## config.mk

```make
export PLATFORM = sky130hd
export DESIGN_NAME = riscv_mem_arbiter_flat
export DESIGN_NICKNAME = d
export VERILOG_FILES = /design/src/rtl/riscv_mem_arbiter_pkg.sv /design/src/rtl/riscv_mem_arbiter_if.sv /design/src/rtl/riscv_mem_arbiter.sv /design/src/flat_wrapper.sv
export SDC_FILE = /design/constraint.sdc
export NUM_CORES = 1
export LEC_CHECK = 0
export ABC_AREA = 1
export BUFFER_PORTS_ARGS = -buffer_cell sky130_fd_sc_hd__buf_2
export CAP_MARGIN = 20
export CORE_ASPECT_RATIO = 0.7
export CORE_UTILIZATION = 45
export CTS_BUF_LIST = sky130_fd_sc_hd__clkbuf_8
export DETAILED_ROUTE_END_ITERATION = 6
export PLACE_DENSITY = 0.92
export SYNTH_ARGS = -nofsm -noshare
export SYNTH_HDL_FRONTEND = slang
export SYNTH_SLANG_ARGS = --single-unit
```

## constraint.sdc

```tcl
create_clock -name clk -period 3.4 [get_ports clk]
set_clock_uncertainty 0.2 [all_clocks]
set_input_delay 0.68 -clock clk [delete_from_list [all_inputs] [get_ports clk]]
set_output_delay 0.68 -clock clk [all_outputs]
set_load 0.005 [all_outputs]
```

## src/rtl/riscv_mem_arbiter_pkg.sv

```systemverilog
// rtl/riscv_mem_arbiter_pkg.sv - shared types for the fetch/data memory arbiter
//
// Purpose: owner and state enums, the latched-request struct and the
// arbitration rule shared by the arbiter and anything that inspects it.
package riscv_mem_arbiter_pkg;

  localparam int ARB_XLEN = 32;

  typedef enum logic {
    OWNER_IFETCH,
    OWNER_DATA
  } mem_owner_t;

  typedef enum logic [1:0] {
    ARB_IDLE,
    ARB_ISSUE,
    ARB_RESP
  } arb_state_t;

  // Request captured at grant time; the memory side is driven only from this.
  typedef struct packed {
    logic                  we;
    logic [ARB_XLEN-1:0]   addr;
    logic [ARB_XLEN-1:0]   wdata;
    logic [ARB_XLEN/8-1:0] wstrb;
  } mem_req_t;

  // Data has priority unless fetch is waiting and has already lost too often.
  function automatic logic data_wins(input logic d_req, input logic if_req,
                                     input logic starved);
    return d_req && !(if_req && starved);
  endfunction

endpackage

```

## src/rtl/riscv_mem_arbiter_if.sv

```systemverilog
// rtl/riscv_mem_arbiter_if.sv - fetch, data and memory handshake bundle
//
// Purpose: groups the fetch requester, data requester and memory bus signals.
// Ports (slave = arbiter view):
//   fetch : if_req/if_addr/if_flush in, if_gnt/if_rvalid/if_rdata out
//   data  : d_req/d_we/d_addr/d_wdata/d_wstrb in, d_gnt/d_rvalid/d_rdata out
//   memory: mem_req/mem_we/mem_addr/mem_wdata/mem_wstrb out,
//           mem_gnt/mem_rvalid/mem_rdata in
//   status: proto_err out
interface riscv_mem_arbiter_if #(
  parameter int XLEN = 32
);
  logic              if_req;
  logic [XLEN-1:0]   if_addr;
  logic              if_flush;
  logic              if_gnt;
  logic              if_rvalid;
  logic [XLEN-1:0]   if_rdata;

  logic              d_req;
  logic              d_we;
  logic [XLEN-1:0]   d_addr;
  logic [XLEN-1:0]   d_wdata;
  logic [XLEN/8-1:0] d_wstrb;
  logic              d_gnt;
  logic              d_rvalid;
  logic [XLEN-1:0]   d_rdata;

  logic              mem_req;
  logic              mem_we;
  logic [XLEN-1:0]   mem_addr;
  logic [XLEN-1:0]   mem_wdata;
  logic [XLEN/8-1:0] mem_wstrb;
  logic              mem_gnt;
  logic              mem_rvalid;
  logic [XLEN-1:0]   mem_rdata;

  logic              proto_err;

  modport slave (
    input  if_req, if_addr, if_flush,
    output if_gnt, if_rvalid, if_rdata,
    input  d_req, d_we, d_addr, d_wdata, d_wstrb,
    output d_gnt, d_rvalid, d_rdata,
    output mem_req, mem_we, mem_addr, mem_wdata, mem_wstrb,
    input  mem_gnt, mem_rvalid, mem_rdata,
    output proto_err
  );

  modport master (
    output if_req, if_addr, if_flush,
    input  if_gnt, if_rvalid, if_rdata,
    output d_req, d_we, d_addr, d_wdata, d_wstrb,
    input  d_gnt, d_rvalid, d_rdata,
    input  mem_req, mem_we, mem_addr, mem_wdata, mem_wstrb,
    output mem_gnt, mem_rvalid, mem_rdata,
    input  proto_err
  );
endinterface

```

## src/rtl/riscv_mem_arbiter.sv

```systemverilog
// rtl/riscv_mem_arbiter.sv - single-outstanding fetch/data memory arbiter
//
// Purpose: shares one memory port between instruction fetch and load/store.
// One transaction at a time (IDLE -> ISSUE -> RESP), data has priority, and a
// starvation counter forces a fetch win after STARVE_LIMIT data wins.
// Ports:
//   clk  : clock
//   rst  : asynchronous active-high reset
//   bus  : riscv_mem_arbiter_if.slave (requesters, memory, proto_err)
module riscv_mem_arbiter
  import riscv_mem_arbiter_pkg::*;
#(
  parameter int XLEN         = ARB_XLEN,
  parameter int STARVE_LIMIT = 4
) (
  input logic                 clk,
  input logic                 rst,
  riscv_mem_arbiter_if.slave  bus
);

  arb_state_t state;
  mem_owner_t owner;
  mem_req_t   req_q;
  logic [3:0] starve_cnt;
  logic       flushed;
  logic       proto_err_q;

  logic starved;
  logic data_win;
  logic fetch_win;
  logic in_issue;
  logic resp_done;
  logic drop_fetch;

  assign starved   = (starve_cnt == 4'(STARVE_LIMIT));
  // Gated with rst so no requester sees a grant while the block is held in reset.
  assign data_win  = !rst && (state == ARB_IDLE) &&
                     data_wins(bus.d_req, bus.if_req, starved);
  assign fetch_win = !rst && (state == ARB_IDLE) && !data_win && bus.if_req;
  assign in_issue  = (state == ARB_ISSUE);
  assign resp_done = (state == ARB_RESP) && bus.mem_rvalid;
  // A flush arriving with the response itself also discards it.
  assign drop_fetch = flushed || bus.if_flush;

  assign bus.d_gnt  = data_win;
  assign bus.if_gnt = fetch_win;

  assign bus.d_rvalid  = resp_done && (owner == OWNER_DATA);
  assign bus.if_rvalid = resp_done && (owner == OWNER_IFETCH) && !drop_fetch;
  assign bus.d_rdata   = bus.d_rvalid  ? bus.mem_rdata : {XLEN{1'b0}};
  assign bus.if_rdata  = bus.if_rvalid ? bus.mem_rdata : {XLEN{1'b0}};

  assign bus.mem_req   = in_issue;
  assign bus.mem_we    = in_issue && req_q.we;
  assign bus.mem_addr  = in_issue ? req_q.addr  : '0;
  assign bus.mem_wdata = in_issue ? req_q.wdata : '0;
  assign bus.mem_wstrb = in_issue ? req_q.wstrb : '0;

  assign bus.proto_err = proto_err_q;

  always_ff @(posedge clk or posedge rst) begin
    if (rst) begin
      state       <= ARB_IDLE;
      owner       <= OWNER_IFETCH;
      req_q       <= '0;
      starve_cnt  <= '0;
      flushed     <= 1'b0;
      proto_err_q <= 1'b0;
    end else begin
      // Only a response while waiting in RESP is legal; any other is flagged
      // and otherwise ignored.
      if (bus.mem_rvalid && (state != ARB_RESP)) begin
        proto_err_q <= 1'b1;
      end

      case (state)
        ARB_IDLE: begin
          if (data_win) begin
            owner <= OWNER_DATA;
            req_q <= '{we: bus.d_we, addr: bus.d_addr,
                       wdata: bus.d_wdata, wstrb: bus.d_wstrb};
            state <= ARB_ISSUE;
            if (bus.if_req) begin
              if (!starved) begin
                starve_cnt <= starve_cnt + 4'd1;
              end
            end else begin
              starve_cnt <= '0;
            end
          end else if (fetch_win) begin
            owner      <= OWNER_IFETCH;
            req_q      <= '{we: 1'b0, addr: bus.if_addr, wdata: '0, wstrb: '1};
            state      <= ARB_ISSUE;
            starve_cnt <= '0;
          end
        end

        ARB_ISSUE: begin
          if ((owner == OWNER_IFETCH) && bus.if_flush) begin
            flushed <= 1'b1;
          end
          if (bus.mem_gnt) begin
            state <= ARB_RESP;
          end
        end

        ARB_RESP: begin
          if (bus.mem_rvalid) begin
            state   <= ARB_IDLE;
            flushed <= 1'b0;
          end else if ((owner == OWNER_IFETCH) && bus.if_flush) begin
            flushed <= 1'b1;
          end
        end

        default: state <= ARB_IDLE;
      endcase
    end
  end

endmodule

```

## src/flat_wrapper.sv

```systemverilog
// flat-port wrapper written by rule: the top's interface ports become plain ports
module riscv_mem_arbiter_flat import riscv_mem_arbiter_pkg::*;
#(
  parameter int XLEN         = ARB_XLEN,
  parameter int STARVE_LIMIT = 4
)
  (clk, rst, bus_if_req, bus_if_addr, bus_if_flush, bus_if_gnt, bus_if_rvalid, bus_if_rdata, bus_d_req, bus_d_we, bus_d_addr, bus_d_wdata, bus_d_wstrb, bus_d_gnt, bus_d_rvalid, bus_d_rdata, bus_mem_req, bus_mem_we, bus_mem_addr, bus_mem_wdata, bus_mem_wstrb, bus_mem_gnt, bus_mem_rvalid, bus_mem_rdata, bus_proto_err);
  riscv_mem_arbiter_if #(.XLEN(XLEN)) bus_i ();
  input logic clk;
  input logic rst;
  input wire logic [$bits(bus_i.if_req)-1:0] bus_if_req;
  input wire logic [$bits(bus_i.if_addr)-1:0] bus_if_addr;
  input wire logic [$bits(bus_i.if_flush)-1:0] bus_if_flush;
  output wire logic [$bits(bus_i.if_gnt)-1:0] bus_if_gnt;
  output wire logic [$bits(bus_i.if_rvalid)-1:0] bus_if_rvalid;
  output wire logic [$bits(bus_i.if_rdata)-1:0] bus_if_rdata;
  input wire logic [$bits(bus_i.d_req)-1:0] bus_d_req;
  input wire logic [$bits(bus_i.d_we)-1:0] bus_d_we;
  input wire logic [$bits(bus_i.d_addr)-1:0] bus_d_addr;
  input wire logic [$bits(bus_i.d_wdata)-1:0] bus_d_wdata;
  input wire logic [$bits(bus_i.d_wstrb)-1:0] bus_d_wstrb;
  output wire logic [$bits(bus_i.d_gnt)-1:0] bus_d_gnt;
  output wire logic [$bits(bus_i.d_rvalid)-1:0] bus_d_rvalid;
  output wire logic [$bits(bus_i.d_rdata)-1:0] bus_d_rdata;
  output wire logic [$bits(bus_i.mem_req)-1:0] bus_mem_req;
  output wire logic [$bits(bus_i.mem_we)-1:0] bus_mem_we;
  output wire logic [$bits(bus_i.mem_addr)-1:0] bus_mem_addr;
  output wire logic [$bits(bus_i.mem_wdata)-1:0] bus_mem_wdata;
  output wire logic [$bits(bus_i.mem_wstrb)-1:0] bus_mem_wstrb;
  input wire logic [$bits(bus_i.mem_gnt)-1:0] bus_mem_gnt;
  input wire logic [$bits(bus_i.mem_rvalid)-1:0] bus_mem_rvalid;
  input wire logic [$bits(bus_i.mem_rdata)-1:0] bus_mem_rdata;
  output wire logic [$bits(bus_i.proto_err)-1:0] bus_proto_err;
  assign bus_i.if_req = bus_if_req;
  assign bus_i.if_addr = bus_if_addr;
  assign bus_i.if_flush = bus_if_flush;
  assign bus_if_gnt = bus_i.if_gnt;
  assign bus_if_rvalid = bus_i.if_rvalid;
  assign bus_if_rdata = bus_i.if_rdata;
  assign bus_i.d_req = bus_d_req;
  assign bus_i.d_we = bus_d_we;
  assign bus_i.d_addr = bus_d_addr;
  assign bus_i.d_wdata = bus_d_wdata;
  assign bus_i.d_wstrb = bus_d_wstrb;
  assign bus_d_gnt = bus_i.d_gnt;
  assign bus_d_rvalid = bus_i.d_rvalid;
  assign bus_d_rdata = bus_i.d_rdata;
  assign bus_mem_req = bus_i.mem_req;
  assign bus_mem_we = bus_i.mem_we;
  assign bus_mem_addr = bus_i.mem_addr;
  assign bus_mem_wdata = bus_i.mem_wdata;
  assign bus_mem_wstrb = bus_i.mem_wstrb;
  assign bus_i.mem_gnt = bus_mem_gnt;
  assign bus_i.mem_rvalid = bus_mem_rvalid;
  assign bus_i.mem_rdata = bus_mem_rdata;
  assign bus_proto_err = bus_i.proto_err;
  riscv_mem_arbiter #(.XLEN(XLEN), .STARVE_LIMIT(STARVE_LIMIT)) u_core (.clk(clk), .rst(rst), .bus(bus_i));
endmodule
```

======== Word level (Yosys, flattened, before mapping) ========
Index checks and enable logic that the tools add are counted.
word-level totals
  flip-flop bits (word level) ............. 78
  bits of input ports ..................... 140
  output and inout port bits .............. 139
operators by class
  multiplexer cells ....................... 21
  reduce and logical (&&, ||, !) cells .... 24
  bitwise gates (word level) .............. 1
  $add $sub $neg .......................... 1
  equal/unequal tests ..................... 8
operators by type and width
  kind                                                                     count
  69-bit two-way mux                                                       2
  32-bit two-way mux                                                       4
  4-bit two-way mux                                                        5
  1-bit logical AND                                                        13
  2-bit two-way mux                                                        4
  2-bit inequality test, second input constant                             3
  2-bit case mux with 3 select lines                                       1
  3-bit AND reduction                                                      2
  4-bit by 1-bit adder with 4-bit output, second input constant            1
  4-bit by 3-bit == test with 1-bit output, second input constant          1
  1-bit logical NOT                                                        4
  1-bit two-way mux                                                        4
  2-bit nonzero test                                                       2
  3-bit by 2-bit inequality test with 1-bit output, second input constant  1
  3-bit inequality test, second input constant                             1
  2-bit by 1-bit == test with 1-bit output, second input constant          1
  2-bit == test, second input constant                                     1
  2-bit logical NOT                                                        1
  1-bit case mux with 2 select lines                                       1
  2-bit AND reduction                                                      1
  1-bit logical OR                                                         1
  1-bit inverter                                                           1

======== Longest topological paths before layout ========
Gate-level depths: netlist of the first run.
  depth in word-level cells ............... 11
  gate-level depth with buffers ........... 10
  gate-level depth less buffers ........... 9

======== Least setup slack after synthesis of the first run ========
OpenSTA, ideal clock, no wires.
  path type ............................... input to register
  start ................................... in rst
  end ..................................... reg u_core.req_q[10] (netlist bit)
  required time ........................... 3.084 ns
  arrival time ............................ 3.332 ns
  stages .................................. 8
  slack ................................... -0.248 ns
  cells stage by stage .................... inv_1 nand2_1 nor2_4 inv_2 buf_6 buf_6 nand2_1 nand2_1
on the way
  cells in the longest elaborated chain, start to end .. 8
ends and longest elaborated chain
  what                                  RTL line                                          RTL
  from (decl)                           flat_wrapper.sv:10                                input logic rst;
  1-bit logical NOT (*)                 riscv_mem_arbiter.sv:37, riscv_mem_arbiter.sv:39
  1-bit logical AND (*)                 riscv_mem_arbiter.sv:37, riscv_mem_arbiter.sv:39
  1-bit logical AND                     riscv_mem_arbiter.sv:37                           assign data_win = !rst && (state == ARB_IDLE) &&
  1-bit logical NOT                     riscv_mem_arbiter.sv:39                           assign fetch_win = !rst && (state == ARB_IDLE) && !data_win && bus.if_req;
  1-bit logical AND (2 in series)       riscv_mem_arbiter.sv:39
  2-bit nonzero test (no source line)   --
  2-bit AND reduction (no source line)  --
  to (signal assigned)                  riscv_mem_arbiter.sv:80                           req_q <= '{we: bus.d_we, addr: bus.d_addr,
  to (signal assigned)                  riscv_mem_arbiter.sv:92                           req_q <= '{we: 1'b0, addr: bus.if_addr, wdata: '0, wstrb: '1};
  to (decl)                             riscv_mem_arbiter.sv:23                           mem_req_t req_q;
Mark *: on every way between the ends. The rest lies on a longest branch, timed or not.
A chain may end at the register's enable or synchronous reset.

======== Final worst setup path of the first run ========
  start ................................... reg u_core.state[0]
  end ..................................... out bus_d_rdata[15]
on the way
  cells in the longest elaborated chain, start to end .. 4
ends and longest elaborated chain
  what                    RTL line                 RTL
  from (decl)             riscv_mem_arbiter.sv:21  arb_state_t state;
  from (signal assigned)  riscv_mem_arbiter.sv:63  state <= ARB_IDLE;
  from (signal assigned)  riscv_mem_arbiter.sv:82  state <= ARB_ISSUE;
  from (signal assigned)  riscv_mem_arbiter.sv:93  state <= ARB_ISSUE;
  2-bit == test           riscv_mem_arbiter.sv:41  assign resp_done = (state == ARB_RESP) && bus.mem_rvalid;
  1-bit logical AND       riscv_mem_arbiter.sv:41
  1-bit logical AND       riscv_mem_arbiter.sv:48  assign bus.d_rvalid = resp_done && (owner == OWNER_DATA);
  32-bit two-way mux      riscv_mem_arbiter.sv:50  assign bus.d_rdata = bus.d_rvalid ? bus.mem_rdata : {XLEN{1'b0}};
  to (decl)               flat_wrapper.sv:24       output wire logic [$bits(bus_i.d_rdata)-1:0] bus_d_rdata;
No other way between the ends.

==> flow_metrics.py, run 1 <==
metrics = {
    "timing": {
        "setup-tns-final_ps": 0,
        "slew_headroom_pct": 35.5,
        "maxSlewViolCount": 0,
        "grt_setup_unrepaired": "false",
        "final_hold_viol_count": 0,
        "max_freq_ghz": 0.330,
        "fin_crit_ps": 3030,
        "holdWs_ps": 282,
        "post-route-period-util_pct": 89.1,
        "setup_viol": 0,
        "tightest_slew_ps": 968,
    },
    "floorplanning": {
        "fp.dieH_um": 86.1,
        "num_rows": 30,
        "coreArea_sq_um": 9760,
        "ioPinCount": 279,
        "die_w_um": 122,
        "die_area_sq_um": 10500,
        "start_util_pct": 46.6,
    },
    "yosys": {
        "synth-compound-area-share_pct": 1.10,
        "async_flop_share_pct": 100,
        "post_synth_fa_ha_maj_area_fraction_pct": 1.65,
        "synth-edff-count": 0,
        "syn_area_sq_um": 4540,
        "synthMuxAreaShare_pct": 0,
        "synth_top_area_share_pct": 43.0,
        "ys_seq_area_share_pct": 43.0,
        "synth_nets": 815,
        "synth-simple-area-share_pct": 38.6,
        "ys.flop_type": "dfrtp_1",
        "synth_area_per_cell_sq_um": 6.79,
        "syn_inst": 669,
        "synth_top_family_by_area": "simple AND/OR/NAND/NOR gates",
        "synth_xor_area_share_pct": 0.193,
        "synth_top_cell_by_area": "dfrtp_1",
        "synth_warnings": 0,
        "netlist-cell-type-count": 21,
        "ys_top_cells_by_area": "dfrtp_1 43%, nand2_1 18%, inv_1 10%",
        "postSynthRegisterBits": 78,
    },
    "setup_path": {
        "worstSetupStartpointType": "flip-flop",
        "crit_fanout": 32,
        "critPathLaunch": "u_core.state[0]$_DFFE_PP0P_",
        "worst_ep_required_time_ps": 2520,
        "rr_worst_depth": 11,
        "worstPathArrival_ps": 2150,
        "critPathKind": "reg2out",
        "timing.critical_path.to_type": "output pin",
        "regToRegStartpoint": "u_core.starve_cnt[0]$_DFFE_PP0P_",
    },
    "detailed_routing": {
        "via_per_inst": 4.82,
        "wirelength_met1_um": 6130,
        "wl_met3_um": 1340,
        "drt-wirelength-per-cell_um": 13.2,
        "drt_iter0_markers": 380,
        "highest_layer": "met4",
        "wl_met2_um": 6390,
        "ant_nets": 0,
        "dr_total_vias": 5104,
        "post-route-drc-count": 0,
        "dr.pass1.iters": 5,
        "drt_wl_total_um": 14000,
    },
    "hold_path": {
        "min-delay-path-class": "reg2reg",
        "worstHoldPathCells": 2,
        "hold_start": "u_core.req_q[17]$_DFFE_PP0P_",
    },
    "place": {
        "routabilityCongestion": 0.761,
        "place_area_sq_um": 5960,
        "dp_hpwl_um": 10200,
        "port_buffers": 278,
    },
    "grt": {
        "grt_pass1_wl_um": 21400,
        "grt_max_degree": 79,
        "track_usage_pct": 26.2,
        "grt_antenna_before_repair": 0,
        "grt_pass1_vias": 4375,
        "grt_overflow": 0,
    },
    "clocking": {
        "post_cts_buffers": 0,
        "path_clk_slew_ps": 80,
        "cts_buffers": 9,
        "cts-root-buf": "clkbuf_8",
        "clk_latency_ps": 350,
        "cts_tree": "built",
        "cts-htree-levels": 3,
        "clock_path_buffers": 2,
        "cts_hold_buf": 0,
        "post_cts_resized": 0,
        "clock_sinks": 78,
    },
    "finish": {
        "fin_area_sq_um": 6230,
        "most-common-layout-cells": "278 x buf_2, 220 x nand2_1, 123 x inv_1",
        "layout_commonest_cell": "buf_2",
        "finalNetCount": 1073,
        "final_util_pct": 63.8,
        "drive_gt1_share_pct": 34.1,
        "area_growth_pct": 37.0,
        "antenna_cells": 0,
        "fillerInstances": 854,
    },
    "outcome": {
        "outcome": "completed",
    },
    "power_and_ir_drop": {
        "power.density_nw_per_um2": 669,
        "p_clk_share_pct": 21.5,
        "pwr-share-seq_pct": 38.7,
        "netSwitchingFraction_pct": 37.9,
        "p_total_mw": 4.17,
        "ir_worst_vdd_v": 0.000373,
        "p_sw_mw": 1.58,
        "comb_power_share_pct": 39.8,
        "power.leakage_nw": 4.30,
        "intPower_mw": 2.59,
    },
    "run": {
        "drv_cap": 0,
    },
}
[cell type report]
| class | count | area [sq um] | share of cell area [%] |
|---|---|---|---|
| multi-input cells | 424 | 1900 | 30.5 |
| clock inverters | 7 | 138 | 2.21 |
| well taps | 128 | 160 | 2.57 |
| clock buffers | 9 | 124 | 1.99 |
| repair buffers | 288 | 1480 | 23.8 |
| flip-flops and latches | 78 | 1950 | 31.4 |
| inverters | 126 | 477 | 7.66 |
[synthesized netlist by cell type, types with 4 or more instances]
| cell type | number |
|---|---|
| inv_1 | 123 |
| buf_4 | 4 |
| buf_2 | 18 |
| nand3_1 | 70 |
| dfrtp_1 | 78 |
| clkbuf_1 | 14 |
| nor2_1 | 71 |
| ha_1 | 6 |
| nand4_1 | 37 |
| buf_6 | 5 |
| nand2_1 | 220 |
| o21ai_0 | 7 |
[critical path, cell delays in order, from the launching register on]
cell	delay, ps
dfrtp_1	380
inv_1	90
ha_1	230
nand2_1	90
nor2_1	60
inv_1	670
nor2_1	110
buf_2	170
[power groups by stage]
stage | registers (mW) | clock network, mW | logic (mW)
after detailed placement | 1.61 | 0 | 1.67
after global routing | 1.66 | 0.951 | 1.90
after global placement | 1.59 | 0 | 1.61
final | 1.61 | 0.897 | 1.66
after floorplan | 1.54 | 0 | 1.10
after CTS | 1.60 | 0.915 | 1.68
[flip-flops by register name, summed over array words and instances (netlist names)]
| register | count |
|---|---|
| u_core.state | 2 |
| u_core.bus.proto_err | 1 |
| u_core.req_q | 69 |
| u_core.starve_cnt | 4 |
| u_core.flushed | 1 |
| u_core.owner | 1 |
[logic make-up (layout without fill, tap and decap cells)]
logic type,after synthesis,in the layout
and+or+nand+nor,408,408
AOI/OAI and AO/OA,9,9
buffers and inverters,167,430
DFF,78,78
adders and majority gates,6,6
xor gates and xnor gates,1,1
[metal layers]
layer	vias to the layer above	track usage, %
met4	0	6.87
li1	2528	-
met5	-	0
met1	2291	36.9
met2	272	40.3
met3	13	6.58
[worst paths after layout]
check / endpoint / slack, ps
worst min-delay path: u_core.req_q[17]$_DFFE_PP0P_ / 280
min in group asynchronous: u_core.starve_cnt[1]$_DFFE_PP0P_ / 500
max in group asynchronous: u_core.req_q[42]$_DFFE_PP0P_ / 1890
worst max register to register: u_core.req_q[22]$_DFFE_PP0P_ / 1100
worst max-delay path: bus_d_rdata[15] / 370
worst min register to register: u_core.req_q[17]$_DFFE_PP0P_ / 280
[per-stage QoR]
step	std cells	setup slack, ps
after floorplan	669	482
after global placement	1043	783
after detailed placement	1044	687
after CTS	1060	379
after global routing	1060	216
final	1060	372
Note: power is estimated with default switching activity, not from simulation.
==> inputs of run 2 (changes only) <==
--- a/config.mk
+++ b/config.mk
@@ -8,11 +8,12 @@
 export ABC_AREA = 1
 export BUFFER_PORTS_ARGS = -buffer_cell sky130_fd_sc_hd__buf_2
 export CAP_MARGIN = 20
-export CORE_ASPECT_RATIO = 0.7
-export CORE_UTILIZATION = 45
+export CORE_AREA = 2 2 107 109
 export CTS_BUF_LIST = sky130_fd_sc_hd__clkbuf_8
 export DETAILED_ROUTE_END_ITERATION = 6
-export PLACE_DENSITY = 0.92
+export DIE_AREA = 0 0 109 111
+export PLACE_DENSITY = 0.87
+export RECOVER_POWER = 100
 export SYNTH_ARGS = -nofsm -noshare
 export SYNTH_HDL_FRONTEND = slang
 export SYNTH_SLANG_ARGS = --single-unit
==> run 2 against run 1 <==
Net effect:
- the flow now finishes with violations (capacitance limit, slew limit)
- global-route usage down 2.8 points
- clock power shrank 30%
- register-to-register slack worse by 660 ps
- combinational power decreased by 3%
- clock-buffer cell count rose by 1
- critical endpoint is now bus_mem_addr[4]
- largest power group unchanged
==> flow_metrics.py, run 2 (synthesis gave the netlist of run 1 again) <==
metrics = {
    "setup_path": {
        "worstPathArrival_ps": 2250,
        "cp_cell_sequence": "inv_1 -> ha_1 -> buf_4 -> nand2_1 -> inv_1 -> buf_2",
        "critPathLaunch": "u_core.state[1]$_DFFE_PP0P_",
        "timing.critical_path.to_type": "output pin",
        "worst_ep_required_time_ps": 2520,
        "slowest_stage": "ha_1",
        "crit_fanout": 28,
        "regToRegStartpoint": "u_core.starve_cnt[0]$_DFFE_PP0P_",
        "worstSetupStartpointType": "flip-flop",
        "rr_worst_depth": 9,
        "path_common_cell": "inv_1",
        "cpPeakStageDelay_ps": 650,
        "critPathKind": "reg2out",
    },
    "detailed_routing": {
        "via_per_inst": 4.72,
        "wl_met2_um": 6480,
        "drt_wl_total_um": 14400,
        "wl_met3_um": 1490,
        "post-route-drc-count": 0,
        "ant_nets": 0,
        "drt-wirelength-per-cell_um": 13.3,
        "wirelength_met1_um": 6110,
        "dr.pass1.iters": 5,
        "dr_total_vias": 5102,
        "drt_iter0_markers": 448,
        "highest_layer": "met5",
    },
    "grt": {
        "track_usage_pct": 23.4,
        "grt_pass1_wl_um": 22500,
        "grt_overflow": 0,
        "grt_pass1_vias": 4618,
        "grt_max_degree": 79,
        "grt_antenna_before_repair": 3,
    },
    "place": {
        "port_buffers": 278,
        "place_ws_ps": 711,
        "dp_hpwl_um": 10700,
        "placed_cells": 1063,
        "routabilityCongestion": 0.819,
    },
    "floorplanning": {
        "fp.dieH_um": 111,
        "die_w_um": 109,
        "start_util_pct": 41.0,
        "die_area_sq_um": 12100,
        "num_rows": 39,
        "ioPinCount": 279,
        "coreArea_sq_um": 11100,
    },
    "clocking": {
        "clock_sinks": 78,
        "clock_path_buffers": 2,
        "cts-root-buf": "clkbuf_8",
        "post_cts_resized": 0,
        "path_clk_slew_ps": 80,
        "clk_latency_ps": 340,
        "cts_hold_buf": 0,
        "post_cts_buffers": 0,
        "cts_tree": "built",
        "cts_buffers": 9,
        "cts-htree-levels": 3,
    },
    "finish": {
        "layout_commonest_cell": "nand2_1",
        "reg_top3": "u_core.req_q x69, u_core.starve_cnt x4, u_core.state x2",
        "most-common-layout-cells": "221 x nand2_1, 184 x buf_2, 123 x inv_1",
        "fin_cells": 1081,
        "area_growth_pct": 33.3,
        "finalNetCount": 1078,
        "largest_register": "u_core.req_q",
        "largest_reg_flops": 69,
        "drive_gt1_share_pct": 26.9,
    },
    "timing": {
        "layout_setup_ws_ps": 265,
        "holdWs_ps": 257,
        "slew_headroom_pct": -17.4,
        "setup-tns-final_ps": 0,
        "max_freq_ghz": 0.319,
        "fin_crit_ps": 3130,
        "post-route-period-util_pct": 92.2,
        "grt_setup_unrepaired": "false",
        "setup_viol": 0,
        "maxSlewViolCount": 73,
        "final_hold_viol_count": 0,
        "tightest_slew_ps": 1760,
    },
    "power_and_ir_drop": {
        "p_total_mw": 3.84,
        "ir_worst_vdd_v": 0.000264,
        "power.leakage_nw": 3.96,
        "power.density_nw_per_um2": 634,
    },
    "run": {
        "drv_cap": 1,
    },
    "hold_path": {
        "min-delay-path-class": "in2async",
    },
    "outcome": {
        "outcome": "complete, but fails checks",
        "failed_checks": "capacitance limit, slew limit",
    },
}
==> run 2: changes by cell type in the layout (fill, tap and decap cells not counted), sizes merged <==
| cell | previous run | this run |
|---|---|---|
| clkinvlp | 1 | 4 |
| diode | 0 | 1 |
| bufinv | 4 | 0 |
| inv | 126 | 125 |
| clkbuf | 9 | 109 |
| clkinv | 2 | 3 |
| buf | 288 | 194 |
==> run 2: per-stage QoR <==
| step | cell area, sq um | utilization [%] |
|---|---|---|
| finish | 6060 | 54.7 |
| global route | 6050 | 54.6 |
| CTS | 6170 | 55.7 |
| detailed placement | 6000 | 54.1 |
| global placement | 6000 | 54.1 |
| floorplan | 4550 | - |
==> run 2: power breakdown <==
group / internal, mW / switching (mW)
sequential: 1.35 / 0.250
clock: 0.281 / 0.345
combinational: 0.635 / 0.976
==> run 2: metal layers <==
layer	vias up	GRT usage, %
met5	-	0
met2	257	36.0
met3	26	6.76
met1	2275	31.5
met4	4	7.69
li1	2540	-
==> run 2: final cells by class <==
type / instances / area, sq um
clock inverter: 6 / 37.5
fill: 1120 / 5020
tap: 143 / 179
sequential: 78 / 1950
multi-input combinational: 424 / 1880
timing repair buffer: 293 / 1400
antenna: 1 / 2.50
clock buffer: 10 / 138
inverter: 126 / 474
==> run 2: final timing paths <==
check                                                to  slack, ps
max                                     bus_mem_addr[4]        270
min                        u_core.req_q[46]$_DFFE_PP0P_        260
max reg2reg                u_core.req_q[41]$_DFFE_PP0P_        440
min reg2reg                u_core.req_q[68]$_DFFE_PP0P_        280
max in group asynchronous  u_core.req_q[34]$_DFFE_PP0P_        700
min in group clk           u_core.req_q[68]$_DFFE_PP0P_        280
==> run 2: worst max-delay path: cells and delay by family, from the launching register on <==
kind	cells	cell delay, ps
fa+ha+maj	1	650
simple gates	1	120
buf+inv	4	730
flops	1	410
==> inputs of run 3 (changes only) <==
--- a/config.mk
+++ b/config.mk
@@ -12,8 +12,9 @@
 export CTS_BUF_LIST = sky130_fd_sc_hd__clkbuf_8
 export DETAILED_ROUTE_END_ITERATION = 6
 export DIE_AREA = 0 0 109 111
-export PLACE_DENSITY = 0.87
+export PLACE_DENSITY = 0.78
 export RECOVER_POWER = 100
+export REMOVE_ABC_BUFFERS = 1
 export SYNTH_ARGS = -nofsm -noshare
 export SYNTH_HDL_FRONTEND = slang
 export SYNTH_SLANG_ARGS = --single-unit
==> run 3 against run 2 <==
Net effect:
- the flow still finishes with violations (capacitance limit, slew limit)
- core utilization is 0.17 points higher
- combinational power hardly changed
- sequential cell count stayed put
- maximum frequency is 2.0% higher
- global-route usage is 1.4 points lower
- setup slack better by 61 ps
==> flow_metrics.py, run 3 (synthesis gave the netlist of run 1 again) <==
metrics = {
    "outcome": {
        "outcome": "complete, but fails checks",
        "failed_checks": "capacitance limit, slew limit",
    },
    "floorplanning": {
        "ioPinCount": 279,
        "die_area_sq_um": 12100,
        "start_util_pct": 41.0,
        "num_rows": 39,
        "coreArea_sq_um": 11100,
        "fp.dieH_um": 111,
        "die_w_um": 109,
    },
    "clocking": {
        "post_cts_resized": 0,
        "cts-htree-levels": 3,
        "path_clk_slew_ps": 70,
        "cts_tree": "built",
        "post_cts_buffers": 0,
        "clk_latency_ps": 340,
        "cts_buffers": 9,
        "clock_path_buffers": 2,
        "cts-root-buf": "clkbuf_8",
        "clock_sinks": 78,
        "cts_hold_buf": 0,
    },
    "finish": {
        "antenna_cells": 0,
        "final_util_pct": 54.8,
        "most-common-layout-cells": "220 x nand2_1, 184 x buf_2, 124 x inv_1",
        "fin_cells": 1075,
        "largest_register": "u_core.req_q",
        "drive_gt1_share_pct": 26.5,
        "finalNetCount": 1073,
        "fillerInstances": 1138,
        "multi_input_area_sq_um": 1870,
        "seq_area_sq_um": 1950,
        "layout_commonest_cell": "nand2_1",
        "reg_top3": "u_core.req_q x69, u_core.starve_cnt x4, u_core.state x2",
        "largest_reg_flops": 69,
        "area_growth_pct": 33.7,
    },
    "detailed_routing": {
        "via_per_inst": 4.67,
        "dr_total_vias": 5017,
        "drt-wirelength-per-cell_um": 12.5,
        "post-route-drc-count": 0,
        "ant_nets": 0,
        "dr.pass1.iters": 6,
        "drt_iter0_markers": 473,
        "drt_wl_total_um": 13500,
    },
    "setup_path": {
        "worstSetupStartpointType": "flip-flop",
        "critPathKind": "reg2out",
        "crit_fanout": 33,
        "worst_ep_required_time_ps": 2520,
        "worstPathArrival_ps": 2190,
        "timing.critical_path.to_type": "output pin",
    },
    "timing": {
        "post-route-period-util_pct": 90.4,
        "final_hold_viol_count": 0,
        "grt_setup_unrepaired": "false",
        "maxSlewViolCount": 79,
        "tightest_slew_ps": 1940,
        "max_freq_ghz": 0.325,
        "setup_viol": 0,
        "slew_headroom_pct": -29.0,
        "fin_crit_ps": 3070,
    },
    "power_and_ir_drop": {
        "comb_power_share_pct": 41.1,
        "pwr-share-seq_pct": 41.1,
        "ir_worst_vdd_v": 0.000285,
        "intPower_mw": 2.34,
        "power.leakage_nw": 3.96,
        "p_sw_mw": 1.57,
        "power.density_nw_per_um2": 645,
        "p_clk_share_pct": 17.8,
        "netSwitchingFraction_pct": 40.1,
    },
    "hold_path": {
        "min-delay-path-class": "reg2reg",
    },
    "grt": {
        "grt_pass1_vias": 4588,
        "grt_overflow": 0,
        "grt_antenna_before_repair": 0,
        "grt_max_degree": 79,
        "grt_pass1_wl_um": 21500,
        "track_usage_pct": 22.0,
    },
    "place": {
        "dp_hpwl_um": 9800,
        "placed_cells": 1059,
        "port_buffers": 278,
        "routabilityCongestion": 0.824,
    },
    "run": {
        "drv_cap": 1,
    },
}
==> run 3: changes by cell type in the layout (fill, tap and decap cells not counted), sizes merged <==
| cell | delta |
|---|---|
| buf | -2 |
| bufinv | +1 |
| clkbuf | -4 |
| clkinvlp | -2 |
| diode | -1 |
| inv | +2 |
==> run 3: path summary, 6_finish.rpt <==
path / start / end / slack (ps) / depth (start not counted)
worst min register to register: u_core.req_q[30]$_DFFE_PP0P_ / u_core.req_q[30]$_DFFE_PP0P_ / 280 / 2
max in group asynchronous: rst / u_core.req_q[58]$_DFFE_PP0P_ / 970 / 3
worst max-delay path: u_core.starve_cnt[0]$_DFFE_PP0P_ / bus_if_gnt / 330 / 9
worst max register to register: u_core.state[0]$_DFFE_PP0P_ / u_core.req_q[43]$_DFFE_PP0P_ / 450 / 8
min in group asynchronous: rst / u_core.req_q[1]$_DFFE_PP0P_ / 880 / 3
worst min-delay path: u_core.req_q[30]$_DFFE_PP0P_ / u_core.req_q[30]$_DFFE_PP0P_ / 280 / 2
==> run 3: layer usage <==
metal | GRT usage [%] | share of wire, %
met1 | 29.0 | 43
met2 | 35.4 | 47
met5 | 0 | 0
met4 | 9.23 | 2.6
met3 | 3.88 | 7.7
==> run 3: area by class of cell <==
| class | instances | area share, % |
|---|---|---|
| multi-input combinational | 424 | 30.8 |
| tap | 143 | 2.95 |
| timing repair buffer | 288 | 23.1 |
| clock inverter | 7 | 1.19 |
| inverter | 126 | 7.81 |
| clock buffer | 9 | 2.04 |
| sequential | 78 | 32.1 |
==> run 3: critical path, stage by stage (launching register included) <==
cell	delay (ps)
dfrtp_1	440
inv_1	80
ha_1	160
nand2_1	60
inv_1	100
nand2_4	150
nand2_2	490
nand2_1	90
nor2_1	130
buf_2	130
==> run 3: through the flow <==
step | TNS (ps) | setup slack (ps) | hold WS, ps | instance area (sq um) | total power, mW
3_5_place_dp | 0 | 671 | 265 | 6000 | 3.28
4_1_cts | 0 | 426 | 288 | 6200 | 4.00
3_3_place_gp | 0 | 725 | 262 | 5980 | 3.23
2_1_floorplan | -29960 | -546 | 249 | 4310 | 2.55
6_report | 0 | 326 | 282 | 6070 | 3.92
5_1_grt | 0 | 147 | 302 | 6070 | 4.30
==> run 3: power groups by stage <==
stage / combinational, mW / clock (mW) / sequential (mW)
CTS: 1.67 / 0.717 / 1.61
detailed placement: 1.67 / 0 / 1.61
finish: 1.61 / 0.698 / 1.61
global route: 1.87 / 0.764 / 1.67
global placement: 1.62 / 0 / 1.61
floorplan: 1.01 / 0 / 1.54
